### src/rtl/hbm_write_scheduler_pkg.sv
// Shared types for the HBM write scheduler: FSM states, latched job descriptor,
// AXI response encoding and the engine address width.
package hbm_sched_pkg;

    localparam int HBM_ADDR_W = 33;
    localparam logic [1:0] BRESP_OKAY = 2'b00;

    typedef enum logic [2:0] {
        IDLE,
        SETUP,
        START,
        RUN,
        DONE
    } state_t;

    typedef struct packed {
        logic [31:0]           ops;
        logic [31:0]           stride;
        logic [HBM_ADDR_W-1:0] addr;
        logic [15:0]           burst;
        logic                  is_auto;
    } desc_t;

endpackage

### src/rtl/hbm_write_scheduler_if.sv
// Requester, engine-config, B-snoop and completion signals of the write scheduler.
// slave = scheduler side, master = surrounding requesters/engine/consumer.
interface hbm_write_scheduler_if #(
    parameter int NUM_REQ    = 4,
    parameter int ADDR_WIDTH = 33
);
    localparam int IDX_W = $clog2(NUM_REQ);

    logic [NUM_REQ-1:0]            req_valid;
    logic [NUM_REQ-1:0]            req_ready;
    logic [NUM_REQ*32-1:0]         req_write_ops;
    logic [NUM_REQ*32-1:0]         req_stride;
    logic [NUM_REQ*ADDR_WIDTH-1:0] req_init_addr;
    logic [NUM_REQ*16-1:0]         req_burst_size;
    logic [NUM_REQ-1:0]            req_auto;

    logic                          start_write;
    logic [31:0]                   write_ops;
    logic [31:0]                   stride;
    logic [ADDR_WIDTH-1:0]         init_addr;
    logic [15:0]                   mem_burst_size;
    logic                          is_auto_write;

    logic                          bvalid;
    logic                          bready;
    logic [1:0]                    bresp;

    logic                          done_valid;
    logic [IDX_W-1:0]              done_id;
    logic                          done_err;
    logic                          done_ready;
    logic                          busy;

    modport slave (
        input  req_valid, req_write_ops, req_stride, req_init_addr, req_burst_size, req_auto,
        output req_ready,
        output start_write, write_ops, stride, init_addr, mem_burst_size, is_auto_write,
        input  bvalid, bready, bresp,
        output done_valid, done_id, done_err, busy,
        input  done_ready
    );

    modport master (
        output req_valid, req_write_ops, req_stride, req_init_addr, req_burst_size, req_auto,
        input  req_ready,
        input  start_write, write_ops, stride, init_addr, mem_burst_size, is_auto_write,
        output bvalid, bready, bresp,
        input  done_valid, done_id, done_err, busy,
        output done_ready
    );

endinterface

### src/rtl/hbm_rr_arbiter.sv
// Round-robin pick: first asserted request at or after ptr, wrapping at NUM_REQ.
module hbm_rr_arbiter #(
    parameter int NUM_REQ = 4,
    localparam int IDX_W  = $clog2(NUM_REQ)
) (
    input  logic [NUM_REQ-1:0] req,
    input  logic [IDX_W-1:0]   ptr,
    input  logic               en,
    output logic [NUM_REQ-1:0] gnt,
    output logic [IDX_W-1:0]   idx,
    output logic               any
);

    // Scan from ptr upward and take the first valid requester.
    always_comb begin
        int unsigned k;
        logic [IDX_W-1:0] k_idx;
        gnt   = '0;
        idx   = '0;
        any   = 1'b0;
        k     = 0;
        k_idx = '0;
        for (int unsigned i = 0; i < unsigned'(NUM_REQ); i++) begin
            k = 32'(ptr) + i;
            if (k >= unsigned'(NUM_REQ)) k = k - unsigned'(NUM_REQ);
            k_idx = k[IDX_W-1:0];
            if (en && !any && req[k_idx]) begin
                any        = 1'b1;
                gnt[k_idx] = 1'b1;
                idx        = k_idx;
            end
        end
    end

endmodule

### src/rtl/hbm_write_scheduler.sv
// Shares one HBM write engine between NUM_REQ requesters: round-robin grant,
// config hold + start pulse, B-response counting, per-job done/error report.
module hbm_write_scheduler
    import hbm_sched_pkg::*;
#(
    parameter int NUM_REQ      = 4,
    parameter int ADDR_WIDTH   = HBM_ADDR_W,
    parameter int ID_WIDTH     = 5,
    parameter int SETUP_CYCLES = 2
) (
    input logic              clk,
    input logic              rst_n,
    hbm_write_scheduler_if.slave bus
);

    localparam int IDX_W = $clog2(NUM_REQ);
    localparam int SC_W  = $clog2(SETUP_CYCLES + 1);

    if (NUM_REQ < 2 || SETUP_CYCLES < 1 || ID_WIDTH < 1 || ADDR_WIDTH != HBM_ADDR_W) begin : g_param_check
        $error("hbm_write_scheduler: unsupported parameter set");
    end

    state_t             state_q, state_d;
    desc_t              desc_q, grant_desc;
    logic [NUM_REQ-1:0] gnt;
    logic [IDX_W-1:0]   gnt_idx;
    logic               gnt_any;
    logic [IDX_W-1:0]   rr_ptr;
    logic [IDX_W-1:0]   done_id_q;
    logic               done_err_q;
    logic               err_acc;
    logic [SC_W-1:0]    setup_cnt;
    logic [31:0]        b_cnt;
    logic               b_hs, b_err, last_b;

    hbm_rr_arbiter #(.NUM_REQ(NUM_REQ)) u_arb (
        .req (bus.req_valid),
        .ptr (rr_ptr),
        .en  (state_q == IDLE),
        .gnt (gnt),
        .idx (gnt_idx),
        .any (gnt_any)
    );

    // Descriptor of the requester the arbiter is currently pointing at.
    always_comb begin
        int unsigned sel;
        sel                = 32'(gnt_idx);
        grant_desc.ops     = bus.req_write_ops[sel*32 +: 32];
        grant_desc.stride  = bus.req_stride[sel*32 +: 32];
        grant_desc.addr    = bus.req_init_addr[sel*ADDR_WIDTH +: ADDR_WIDTH];
        grant_desc.burst   = bus.req_burst_size[sel*16 +: 16];
        grant_desc.is_auto = bus.req_auto[sel];
    end

    assign b_hs   = bus.bvalid & bus.bready;
    assign b_err  = (bus.bresp != BRESP_OKAY);
    // Compare against ops-1 so the final handshake ends the job without a spare cycle
    // and ops=0xFFFFFFFF never needs b_cnt to wrap.
    assign last_b = b_hs && (b_cnt == desc_q.ops - 32'd1);

    // State register.
    always_ff @(posedge clk or negedge rst_n) begin
        if (!rst_n) state_q <= IDLE;
        else        state_q <= state_d;
    end

    // Next-state and control outputs.
    always_comb begin
        state_d         = state_q;
        bus.req_ready   = '0;
        bus.start_write = 1'b0;
        bus.done_valid  = 1'b0;
        bus.busy        = (state_q != IDLE);
        case (state_q)
            IDLE: begin
                bus.req_ready = gnt;
                if (gnt_any) state_d = (grant_desc.ops == 32'd0) ? DONE : SETUP;
            end
            SETUP: if (setup_cnt == '0) state_d = START;
            START: begin
                bus.start_write = 1'b1;
                state_d         = RUN;
            end
            RUN:  if (last_b) state_d = DONE;
            DONE: begin
                bus.done_valid = 1'b1;
                if (bus.done_ready) state_d = IDLE;
            end
            default: state_d = IDLE;
        endcase
    end

    // Job datapath: descriptor latch, rr pointer, setup/B counters, error accumulation.
    always_ff @(posedge clk or negedge rst_n) begin
        if (!rst_n) begin
            desc_q     <= '0;
            done_id_q  <= '0;
            done_err_q <= 1'b0;
            rr_ptr     <= '0;
            setup_cnt  <= '0;
            b_cnt      <= '0;
            err_acc    <= 1'b0;
        end else begin
            case (state_q)
                IDLE: if (gnt_any) begin
                    desc_q     <= grant_desc;
                    done_id_q  <= gnt_idx;
                    done_err_q <= (grant_desc.ops == 32'd0);
                    rr_ptr     <= (gnt_idx == IDX_W'(NUM_REQ - 1)) ? '0 : gnt_idx + 1'b1;
                    setup_cnt  <= SC_W'(SETUP_CYCLES - 1);
                end
                SETUP: if (setup_cnt != '0) setup_cnt <= setup_cnt - 1'b1;
                START: begin
                    b_cnt   <= '0;
                    err_acc <= 1'b0;
                end
                RUN: if (b_hs) begin
                    b_cnt   <= b_cnt + 32'd1;
                    err_acc <= err_acc | b_err;
                    if (last_b) done_err_q <= err_acc | b_err;
                end
                default: ;
            endcase
        end
    end

    assign bus.write_ops      = desc_q.ops;
    assign bus.stride         = desc_q.stride;
    assign bus.init_addr      = desc_q.addr;
    assign bus.mem_burst_size = desc_q.burst;
    assign bus.is_auto_write  = desc_q.is_auto;
    assign bus.done_id        = done_id_q;
    assign bus.done_err       = done_err_q;

endmodule
### src/flat_wrapper.sv
// flat-port wrapper written by rule: the top's interface ports become plain ports
module hbm_write_scheduler_flat import hbm_sched_pkg::*;
#(
    parameter int NUM_REQ      = 4,
    parameter int ADDR_WIDTH   = HBM_ADDR_W,
    parameter int ID_WIDTH     = 5,
    parameter int SETUP_CYCLES = 2
)
  (clk, rst_n, bus_req_valid, bus_req_write_ops, bus_req_stride, bus_req_init_addr, bus_req_burst_size, bus_req_auto, bus_req_ready, bus_start_write, bus_write_ops, bus_stride, bus_init_addr, bus_mem_burst_size, bus_is_auto_write, bus_bvalid, bus_bready, bus_bresp, bus_done_valid, bus_done_id, bus_done_err, bus_busy, bus_done_ready);
  hbm_write_scheduler_if #(.NUM_REQ(NUM_REQ), .ADDR_WIDTH(ADDR_WIDTH)) bus_i ();
  input logic clk;
  input logic rst_n;
  input wire logic [$bits(bus_i.req_valid)-1:0] bus_req_valid;
  input wire logic [$bits(bus_i.req_write_ops)-1:0] bus_req_write_ops;
  input wire logic [$bits(bus_i.req_stride)-1:0] bus_req_stride;
  input wire logic [$bits(bus_i.req_init_addr)-1:0] bus_req_init_addr;
  input wire logic [$bits(bus_i.req_burst_size)-1:0] bus_req_burst_size;
  input wire logic [$bits(bus_i.req_auto)-1:0] bus_req_auto;
  output wire logic [$bits(bus_i.req_ready)-1:0] bus_req_ready;
  output wire logic [$bits(bus_i.start_write)-1:0] bus_start_write;
  output wire logic [$bits(bus_i.write_ops)-1:0] bus_write_ops;
  output wire logic [$bits(bus_i.stride)-1:0] bus_stride;
  output wire logic [$bits(bus_i.init_addr)-1:0] bus_init_addr;
  output wire logic [$bits(bus_i.mem_burst_size)-1:0] bus_mem_burst_size;
  output wire logic [$bits(bus_i.is_auto_write)-1:0] bus_is_auto_write;
  input wire logic [$bits(bus_i.bvalid)-1:0] bus_bvalid;
  input wire logic [$bits(bus_i.bready)-1:0] bus_bready;
  input wire logic [$bits(bus_i.bresp)-1:0] bus_bresp;
  output wire logic [$bits(bus_i.done_valid)-1:0] bus_done_valid;
  output wire logic [$bits(bus_i.done_id)-1:0] bus_done_id;
  output wire logic [$bits(bus_i.done_err)-1:0] bus_done_err;
  output wire logic [$bits(bus_i.busy)-1:0] bus_busy;
  input wire logic [$bits(bus_i.done_ready)-1:0] bus_done_ready;
  assign bus_i.req_valid = bus_req_valid;
  assign bus_i.req_write_ops = bus_req_write_ops;
  assign bus_i.req_stride = bus_req_stride;
  assign bus_i.req_init_addr = bus_req_init_addr;
  assign bus_i.req_burst_size = bus_req_burst_size;
  assign bus_i.req_auto = bus_req_auto;
  assign bus_req_ready = bus_i.req_ready;
  assign bus_start_write = bus_i.start_write;
  assign bus_write_ops = bus_i.write_ops;
  assign bus_stride = bus_i.stride;
  assign bus_init_addr = bus_i.init_addr;
  assign bus_mem_burst_size = bus_i.mem_burst_size;
  assign bus_is_auto_write = bus_i.is_auto_write;
  assign bus_i.bvalid = bus_bvalid;
  assign bus_i.bready = bus_bready;
  assign bus_i.bresp = bus_bresp;
  assign bus_done_valid = bus_i.done_valid;
  assign bus_done_id = bus_i.done_id;
  assign bus_done_err = bus_i.done_err;
  assign bus_busy = bus_i.busy;
  assign bus_i.done_ready = bus_done_ready;
  hbm_write_scheduler #(.NUM_REQ(NUM_REQ), .ADDR_WIDTH(ADDR_WIDTH), .ID_WIDTH(ID_WIDTH), .SETUP_CYCLES(SETUP_CYCLES)) u_core (.clk(clk), .rst_n(rst_n), .bus(bus_i));
endmodule
### config.mk
export PLATFORM = sky130hd
export DESIGN_NAME = hbm_write_scheduler_flat
export DESIGN_NICKNAME = d
export VERILOG_FILES = /design/src/rtl/hbm_write_scheduler_pkg.sv /design/src/rtl/hbm_write_scheduler_if.sv /design/src/rtl/hbm_rr_arbiter.sv /design/src/rtl/hbm_write_scheduler.sv /design/src/flat_wrapper.sv
export SDC_FILE = /design/constraint.sdc
export NUM_CORES = 1
export LEC_CHECK = 0
export CAP_MARGIN = 40
export CORE_AREA = 2 2 233 235
export DETAILED_ROUTE_END_ITERATION = 7
export DIE_AREA = 0 0 235 237
export HOLD_SLACK_MARGIN = 0.1
export SKIP_CTS_REPAIR_TIMING = 1
export SYNTH_ARGS = -nofsm -noshare
export SYNTH_HDL_FRONTEND = slang
export SYNTH_SLANG_ARGS = --single-unit
### constraint.sdc
create_clock -name clk -period 11.5 [get_ports clk]
set_input_delay 2.3 -clock clk [delete_from_list [all_inputs] [get_ports clk]]
set_output_delay 2.3 -clock clk [all_outputs]
set_load 0.005 [all_outputs]
==> impl_results.md, run 1 <==
- Share of the synthesized area in the top cell type: 35.0%
- Critical path's largest stage delay: 0.62 ns
- Max FO, Critical Path: 9
- TritonRoute pass-1 iters: 7
- Highest clock rate: 132 MHz
- Core ar.: 0.0533 sq mm
- Final wirelength: 53200 um
- Initial cell density of the core: 21.1%
- PortBufs: 590
- Die width: 235 um
- Syn nets: 1990
- Max cap viols: 0
- Share of layout cells above drive strength 1: 4.01%
- Critical Path AT: 5.29 ns
- Largest net degree at the start of global routing: 88
- Worst hold slack: 0.476 ns
- Grt ovf: 0
- Setup WS post-layout: 3.91 ns
- Synthesized area per cell: 7.43 sq um
- Rows: 85
- Status: finished, final reports clean
- Routability Congestion: 0.933
- Yosys warnings: 0
- Post-DRT Antenna Nets: 0
- GRT Total Usage: 18.7%
- Total I/O pin count: 591
- CTS root buf: clkbuf_16
- Die ar.: 0.0557 sq mm
- Clk_lat worst skew: 0.48 ns
- DR vias/cell: 4.82
- Hold Path Class: reg2reg
- Synth-to-layout area growth: 63.8%
- H-tree levels: 4
- Number of non-filler instances in the completed layout: 2740
- Synthesized area: 0.0112 sq mm
- Synth Flop Type: dfrtp_1
- Critical path's top delay family: buffers and inverters
- Post-synth EDFFs: 0
- WL/cell: 19.4 um
- CTS Buf Count: 17
- Cell Pwr Density: 199 mW/mm^2
- Die height: 237 um
- Vias post-DR: 13208
- Setup Viol. Count Final: 0
- DPL Wire Length: 42200 um
- Peak VDD IR: 0.113 mV
- Kind of critical path: in2out
- Max_slew headroom: 38.2%
- Final min period: 7.59 ns
- First-pass GRT wire length: 80200 um
- Most frequent cell after synthesis: nand2_1
- Sequential area share after synthesis: 35.0%
- Worst setup EP type: primary output
- Crit path launch type: input pin
- Crit path buffers/inverters: 2
- Place WS: 3.99 ns
- Post-Synthesis Cells: 1511
- Synth Register Bits: 157
- CTS sink count: 157
- Synth area leader: dfrtp_1
- CP required: 9.20 ns
- Fillers: 5533
- Clk buf depth: 2
- Layout Nets: 2509
- CP cell instances: clkdlybuf4s50_1 -> mux4_2 -> or3_1 -> nor3_1 -> a221o_1 -> clkdlybuf4s50_1
- Top cells by count, synth: 408 x nand2_1, 157 x dfrtp_1, 128 x o21ai_0, 111 x nand3_1, 107 x a21oi_1
- DR iter-0 viols: 1071
- Slew @ Worst Pin: 0.928 ns
- Placed cells: 2707
- Vias in the first global route: 12992
- Fin crit share: 66.0%
- Initial antenna violation count: 1
- Cell variety after synth: 67
- Static leakage: 7.72 nW
- Share of flip-flops with an asynchronous set or reset: 100%
- Slowest-stage cell, CP: mux4_2
- CTS clk-pin slew, worst paths: 0.06 ns
- Hold Fails Final Rpt: 0
- TritonCTS clock tree: yes
- Clock skew: 0.0314 ns
- Setup TNS: 0 ns
- Fin. max-slew vios: 0
- RSZ-0062 raised after global routing: no
- Post-route DRC: 0
- Most frequent CP cell: clkdlybuf4s50_1
- Ranking of synthesized cells by area: dfrtp_1 35%, nand2_1 14%, o21ai_0 5.7%
worst min-delay path: stages, from the launching register on:
cell	delay [ns]
dfrtp_1	0.34
nand2_1	0.04
o21ai_0	0.06
area by class of cell:
| type | instances | area, sq um | share of cell area (%) |
|---|---|---|---|
| inverter | 21 | 82.6 | 0.449 |
| multi-input combinational | 1224 | 6800 | 36.9 |
| timing repair buffer | 609 | 6110 | 33.2 |
| clock buffer | 19 | 443 | 2.41 |
| tap | 696 | 871 | 4.73 |
| sequential | 157 | 3930 | 21.4 |
| clock inverter | 13 | 165 | 0.898 |
| antenna | 1 | 2.50 | 0.0136 |
routing by layer:
metal	global-route usage (%)	up-vias	wire [um]
met1	22.6	6289	21800
met4	6.31	0	1230
met2	32.7	533	26700
li1	-	6325	-
met3	4.27	61	3450
met5	0	-	0
layout by cell type, fill, tap and decap left out, types with 8 or more instances in the layout:
| cell | n |
|---|---|
| clkdlybuf4s50_1 | 589 |
| nand2_1 | 406 |
| dfrtp_1 | 157 |
| o21ai_0 | 128 |
| nand3_1 | 111 |
| a21oi_1 | 107 |
| nor2_1 | 84 |
| mux2i_1 | 49 |
| xnor2_1 | 39 |
| and3_1 | 33 |
| a211oi_1 | 32 |
| xor2_1 | 28 |
| nor3_1 | 24 |
| inv_1 | 19 |
| nor4_1 | 17 |
| clkbuf_16 | 17 |
| o31ai_1 | 16 |
| or3_1 | 15 |
| buf_4 | 13 |
| ha_1 | 12 |
| nand4_1 | 11 |
| o22ai_1 | 8 |
| a31oi_1 | 8 |
logic make-up after synthesis:
logic type | after synthesis | share of synthesized area (%)
adders and majority gates | 12 | 1.34
AOI/OAI and AO/OA | 342 | 18.0
buffers and inverters | 130 | 4.82
and+or+nand+nor | 743 | 29.6
muxes | 60 | 6.07
xor gates and xnor gates | 67 | 5.23
DFF | 157 | 35.0
final timing paths:
| path | depth (start not counted) | from | to | slack (ns) |
|---|---|---|---|---|
| worst max-delay path | 6 | bus_req_valid[2] | bus_req_ready[3] | 3.91 |
| worst min-delay path | 2 | u_core.bus.init_addr[13] | u_core.bus.init_addr[13] | 0.48 |
| worst max register to register | 13 | u_core.rr_ptr[0] | u_core.state_q[0] | 5.78 |
| worst min register to register | 2 | u_core.bus.init_addr[13] | u_core.bus.init_addr[13] | 0.48 |
| max in group asynchronous | 2 | rst_n | u_core.bus.mem_burst_size[3] | 8.45 |
| min in group asynchronous | 1 | rst_n | u_core.bus.write_ops[28] | 1.81 |
where the power goes:
group | switching, mW | internal (mW)
combinational | 1.05 | 0.979
clock | 0.257 | 0.348
sequential | 0.250 | 0.774
state kept, by name, indices dropped and copies added, names as in the netlist:
register,flops
u_core.bus.init_addr,33
u_core.err_acc,1
u_core.b_cnt,32
u_core.bus.is_auto_write,1
u_core.state_q,3
u_core.bus.stride,32
u_core.bus.mem_burst_size,16
u_core.rr_ptr,2
u_core.bus.done_err,1
u_core.bus.done_id,2
u_core.bus.write_ops,32
u_core.setup_cnt,2
through the flow:
stage | util (%) | instance area (sq um) | power, mW
2_1_floorplan | - | 11200 | 2.04
3_3_place_gp | 33.2 | 17700 | 3.02
3_5_place_dp | 33.4 | 17800 | 3.06
4_1_cts | 34.5 | 18400 | 3.69
5_1_grt | 34.5 | 18400 | 3.93
6_report | 34.5 | 18400 | 3.66
Note: power is estimated with default switching activity, not from simulation.
==> run 2, diff against run 1 <==
==> constraint.sdc (replaced) <==
create_clock -name clk -period 6.5 [get_ports clk]
set_input_delay 1.3 -clock clk [delete_from_list [all_inputs] [get_ports clk]]
set_output_delay 1.3 -clock clk [all_outputs]
set_load 0.005 [all_outputs]
==> impl_results.md, run 2 (synthesized netlist as in run 1, its figures left out) <==
- H-tree levels: 4
- Max FO, Critical Path: 13
- CTS clk-pin slew, worst paths: 0.07 ns
- Routability Congestion: 0.955
- Core ar.: 0.0533 sq mm
- Clk pwr share: 16.5%
- Reg-to-reg slack, setup: 1.10 ns
- Critical path's largest stage delay: 0.70 ns
- CTS Buf Count: 17
- TritonCTS clock tree: yes
- Commonest non-fill, non-tap cell in the layout: clkdlybuf4s50_1
- Switching share of power: 43.0%
- CTS sink count: 157
- Crit Reg-Reg Endpoint: u_core.state_q[0]
- Rows: 85
- GRT Total Usage: 18.6%
- Cell Pwr Density: 351 mW/mm^2
- Clock skew: 0.0136 ns
- Combinational share of power: 55.4%
- Grt ovf: 0
- Share of layout cells above drive strength 1: 4.02%
- Static leakage: 7.70 nW
- P_sw: 2.77 mW
- Hold Fails Final Rpt: 0
- Vias in the first global route: 13108
- Clk_lat worst skew: 0.48 ns
- Highest clock rate: 182 MHz
- Post-DRT Antenna Nets: 0
- Hold path depth: 1
- Largest register FFs: 33
- Clk buf depth: 2
- Most frequent cells in the layout: 589 x clkdlybuf4s50_1, 406 x nand2_1, 157 x dfrtp_1
- # diodes: 0
- RSZ-0062 raised after global routing: no
- Post-route DRC: 0
- PortBufs: 590
- Reg2reg start: u_core.rr_ptr[0]
- DR iter-0 viols: 988
- Max_slew headroom: 29.5%
- Die ar.: 0.0557 sq mm
- WL/cell: 19.5 um
- Fin crit share: 84.7%
- Total I/O pin count: 591
- Crit path buffers/inverters: 2
- TritonRoute pass-1 iters: 6
- Layout Nets: 2508
- Critical path's top delay family: simple AND/OR/NAND/NOR gates
- Worst hold start: u_core.setup_cnt[0]
- Slew @ Worst Pin: 1.06 ns
- Internal: 3.68 mW
- DPL Wire Length: 42000 um
- CP required: 5.20 ns
- Setup Viol. Count Final: 0
- Reg2Reg Depth: 12
- Fin. max-slew vios: 0
- Final min period: 5.50 ns
- Largest net degree at the start of global routing: 179
- Peak VDD IR: 0.218 mV
- Initial antenna violation count: 0
- Crit path launch type: flop
- CTS root buf: clkbuf_16
- Initial cell density of the core: 21.1%
- Slowest-stage cell, CP: dfrtp_1
- Flop pwr share: 28.1%
- Die width: 235 um
- Synth-to-layout area growth: 63.6%
- First-pass GRT wire length: 79500 um
- Critical Path AT: 4.20 ns
- Worst Hold End: u_core.setup_cnt[0]
- Kind of critical path: reg2out
- Worst setup EP type: primary output
- Max cap viols: 0
- Total Power: 6.46 mW
- Vias post-DR: 13213
- Setup TNS: 0 ns
- Status: finished, final reports clean
- CP cell instances: inv_1 -> ha_1 -> mux4_2 -> or3_1 -> nor3_1 -> a221o_1 -> clkdlybuf4s50_1
- Hold Path Class: reg2reg
- Die height: 237 um
- Final wirelength: 53400 um
- DR vias/cell: 4.83
==> run 2: cell types whose count changed in the layout (fill, tap and decap cells not counted), sizes merged <==
cell	delta
clkinv	-7
clkinvlp	+4
inv	+4
clkdlybuf4s15	-2
bufinv	-1
clkbuf	+1
diode	-1
==> run 2: how the worst max path moves through the flow <==
stage                     startpoint                  end  cells past startpoint
finish              u_core.rr_ptr[0]     bus_req_ready[1]                      7
global route        u_core.rr_ptr[0]     bus_req_ready[1]                      7
CTS                 u_core.rr_ptr[0]     bus_req_ready[1]                      7
detailed placement  bus_req_valid[2]  u_core.bus.done_err                     12
global placement    bus_req_valid[2]    u_core.state_q[0]                     11
floorplan           bus_req_valid[3]     bus_req_ready[0]                      5
==> run 2: area by class of cell <==
cell class,count,area (sq um)
clock inverters,13,153
inverters,21,82.6
fillers,5516,34900
flip-flops and latches,157,3930
repair buffers,608,6080
multi-input cells,1224,6800
clock buffers,19,453
well taps,696,871
==> run 2: layer usage <==
| layer | global-route usage, % | part of all wire (%) |
|---|---|---|
| met1 | 22.3 | 42 |
| met2 | 32.6 | 50 |
| met3 | 4.76 | 6.4 |
| met4 | 5.52 | 2.3 |
| met5 | 0 | 0 |
==> run 2: power groups by stage <==
stage,logic [mW],registers [mW],clock network (mW)
6_report,3.58,1.81,1.06
5_1_grt,3.91,1.87,1.14
4_1_cts,3.60,1.81,1.11
3_5_place_dp,3.59,1.82,0
3_3_place_gp,3.53,1.81,0
2_1_floorplan,1.94,1.68,0
==> run 2: metrics by stage <==
stage	area, sq um	util (%)	hold slack [ns]	cells	worst slack, ns
after floorplan	11200	-	0.445	1511	2.36
after global placement	17700	33.3	0.456	2704	0.665
after detailed placement	17800	33.3	0.464	2705	0.572
after CTS	18400	34.5	0.478	2737	0.933
after global routing	18400	34.5	0.504	2738	0.741
final	18400	34.5	0.471	2738	0.996
==> run 3, diff against run 2 <==
==> constraint.sdc (replaced) <==
create_clock -name clk -period 4.4 [get_ports clk]
set_input_delay 0.88 -clock clk [delete_from_list [all_inputs] [get_ports clk]]
set_output_delay 0.88 -clock clk [all_outputs]
set_load 0.005 [all_outputs]
==> impl_results.md, run 3 (synthesized netlist as in run 1, its figures left out) <==
- Internal: 5.64 mW
- Clk pwr share: 15.7%
- Flop pwr share: 26.8%
- CTS Buf Count: 17
- Max cap viols: 0
- Reg2reg start: u_core.rr_ptr[0]
- Crit path launch type: input pin
- Hold Fails Final Rpt: 0
- Final wirelength: 54500 um
- Vias in the first global route: 13328
- DR vias/cell: 4.81
- Worst setup EP type: primary output
- WL/cell: 19.5 um
- Most frequent cells in the layout: 586 x clkdlybuf4s50_1, 406 x nand2_1, 157 x dfrtp_1
- First-pass GRT wire length: 81800 um
- Combinational share of power: 57.5%
- Clk buf depth: 2
- Commonest non-fill, non-tap cell in the layout: clkdlybuf4s50_1
- Largest net degree at the start of global routing: 92
- CTS clk-pin slew, worst paths: 0.06 ns
- Fin. max-slew vios: 0
- P_sw: 4.10 mW
- Cell Pwr Density: 516 mW/mm^2
- Final min period: 4.29 ns
- GRT Total Usage: 19.2%
- Total Power: 9.74 mW
- CTS sink count: 157
- DPL Wire Length: 43900 um
- Layout Nets: 2567
- Max_slew headroom: 38.2%
- Initial antenna violation count: 5
- Kind of critical path: in2out
- Fin crit share: 97.6%
- CP required: 3.52 ns
- Largest register FFs: 33
- Die ar.: 0.0557 sq mm
- Critical Path AT: 3.41 ns
- TritonRoute pass-1 iters: 5
- Initial cell density of the core: 21.1%
- Total I/O pin count: 591
- Reg2Reg Depth: 14
- Worst hold slack: 0.278 ns
- Placed cells: 2765
- Rows: 85
- Grt ovf: 0
- Peak VDD IR: 0.320 mV
- Hold Path Class: in2async
- Vias post-DR: 13463
- RSZ-0062 raised after global routing: no
- TritonCTS clock tree: yes
- Die height: 237 um
- Max FO, Critical Path: 5
- DR iter-0 viols: 1072
- Setup Viol. Count Final: 0
- Static leakage: 8.04 nW
- Post-DRT Antenna Nets: 0
- Share of layout cells above drive strength 1: 6.72%
- Die width: 235 um
- Status: finished, final reports clean
- Switching share of power: 42.1%
- Core ar.: 0.0533 sq mm
- Final core occ: 35.4%
- Slew @ Worst Pin: 0.926 ns
- Synth-to-layout area growth: 67.9%
- CTS root buf: clkbuf_16
- Setup crit start: bus_req_valid[1]
- PortBufs: 590
- Clk_lat worst skew: 0.49 ns
- Post-route DRC: 0
- Number of non-filler instances in the completed layout: 2797
- Clock skew: 0.0188 ns
- H-tree levels: 4
- Routability Congestion: 0.947
- Highest clock rate: 233 MHz
## run 3: through the flow
step | setup WS [ns] | instance area, sq um | setup TNS, ns
detailed placement | -0.384 | 18200 | -1.37
finish | 0.107 | 18900 | 0
floorplan | 0.572 | 11200 | 0
global route | 0.0135 | 18900 | 0
CTS | -0.129 | 18800 | -0.492
global placement | -0.342 | 18200 | -1.21
## run 3: final cells by class
cell class	count	area, sq um
tap	696	871
multi-input combinational	1224	6820
fill	5542	34400
antenna	2	5.00
inverter	21	82.6
clock buffer	20	467
timing repair buffer	667	6570
clock inverter	10	115
sequential	157	3930
## run 3: path summary, 6_finish.rpt
| kind | end | slack, ns |
|---|---|---|
| hold / removal | u_core.err_acc | 0.28 |
| setup reg to reg | u_core.state_q[0] | 0.23 |
| min in group clk | u_core.setup_cnt[0] | 0.47 |
| setup / recovery | bus_req_ready[0] | 0.11 |
| hold reg to reg | u_core.setup_cnt[0] | 0.47 |
| max in group asynchronous | u_core.bus.mem_burst_size[10] | 3.10 |
## run 3: worst max-delay path, stage by stage
cell and delay [ns]:
clkdlybuf4s50_1 0.47, mux4_2 0.50, or3_1 0.42, buf_4 0.19
nor3_4 0.14, buf_4 0.16, a221o_1 0.16, clkdlybuf4s50_1 0.50
## run 3: layer usage
metal / vias to the layer above / share of wire [%] / global-route usage, % / wire length, um
li1: 6438 / - / - / -
met1: 6338 / 40 / 22.9 / 22000
met2: 601 / 50 / 33.3 / 27000
met3: 80 / 7.5 / 5.07 / 4070
met4: 6 / 2.6 / 6.48 / 1420
met5: - / 0.081 / 0 / 44
## run 3: power groups by stage
| stage | logic [mW] | registers (mW) | clock network [mW] |
|---|---|---|---|
| 6_report | 5.60 | 2.61 | 1.53 |
| 3_3_place_gp | 5.56 | 2.60 | 0 |
| 4_1_cts | 5.61 | 2.60 | 1.57 |
| 2_1_floorplan | 2.86 | 2.48 | 0 |
| 5_1_grt | 6.13 | 2.69 | 1.63 |
| 3_5_place_dp | 5.60 | 2.61 | 0 |
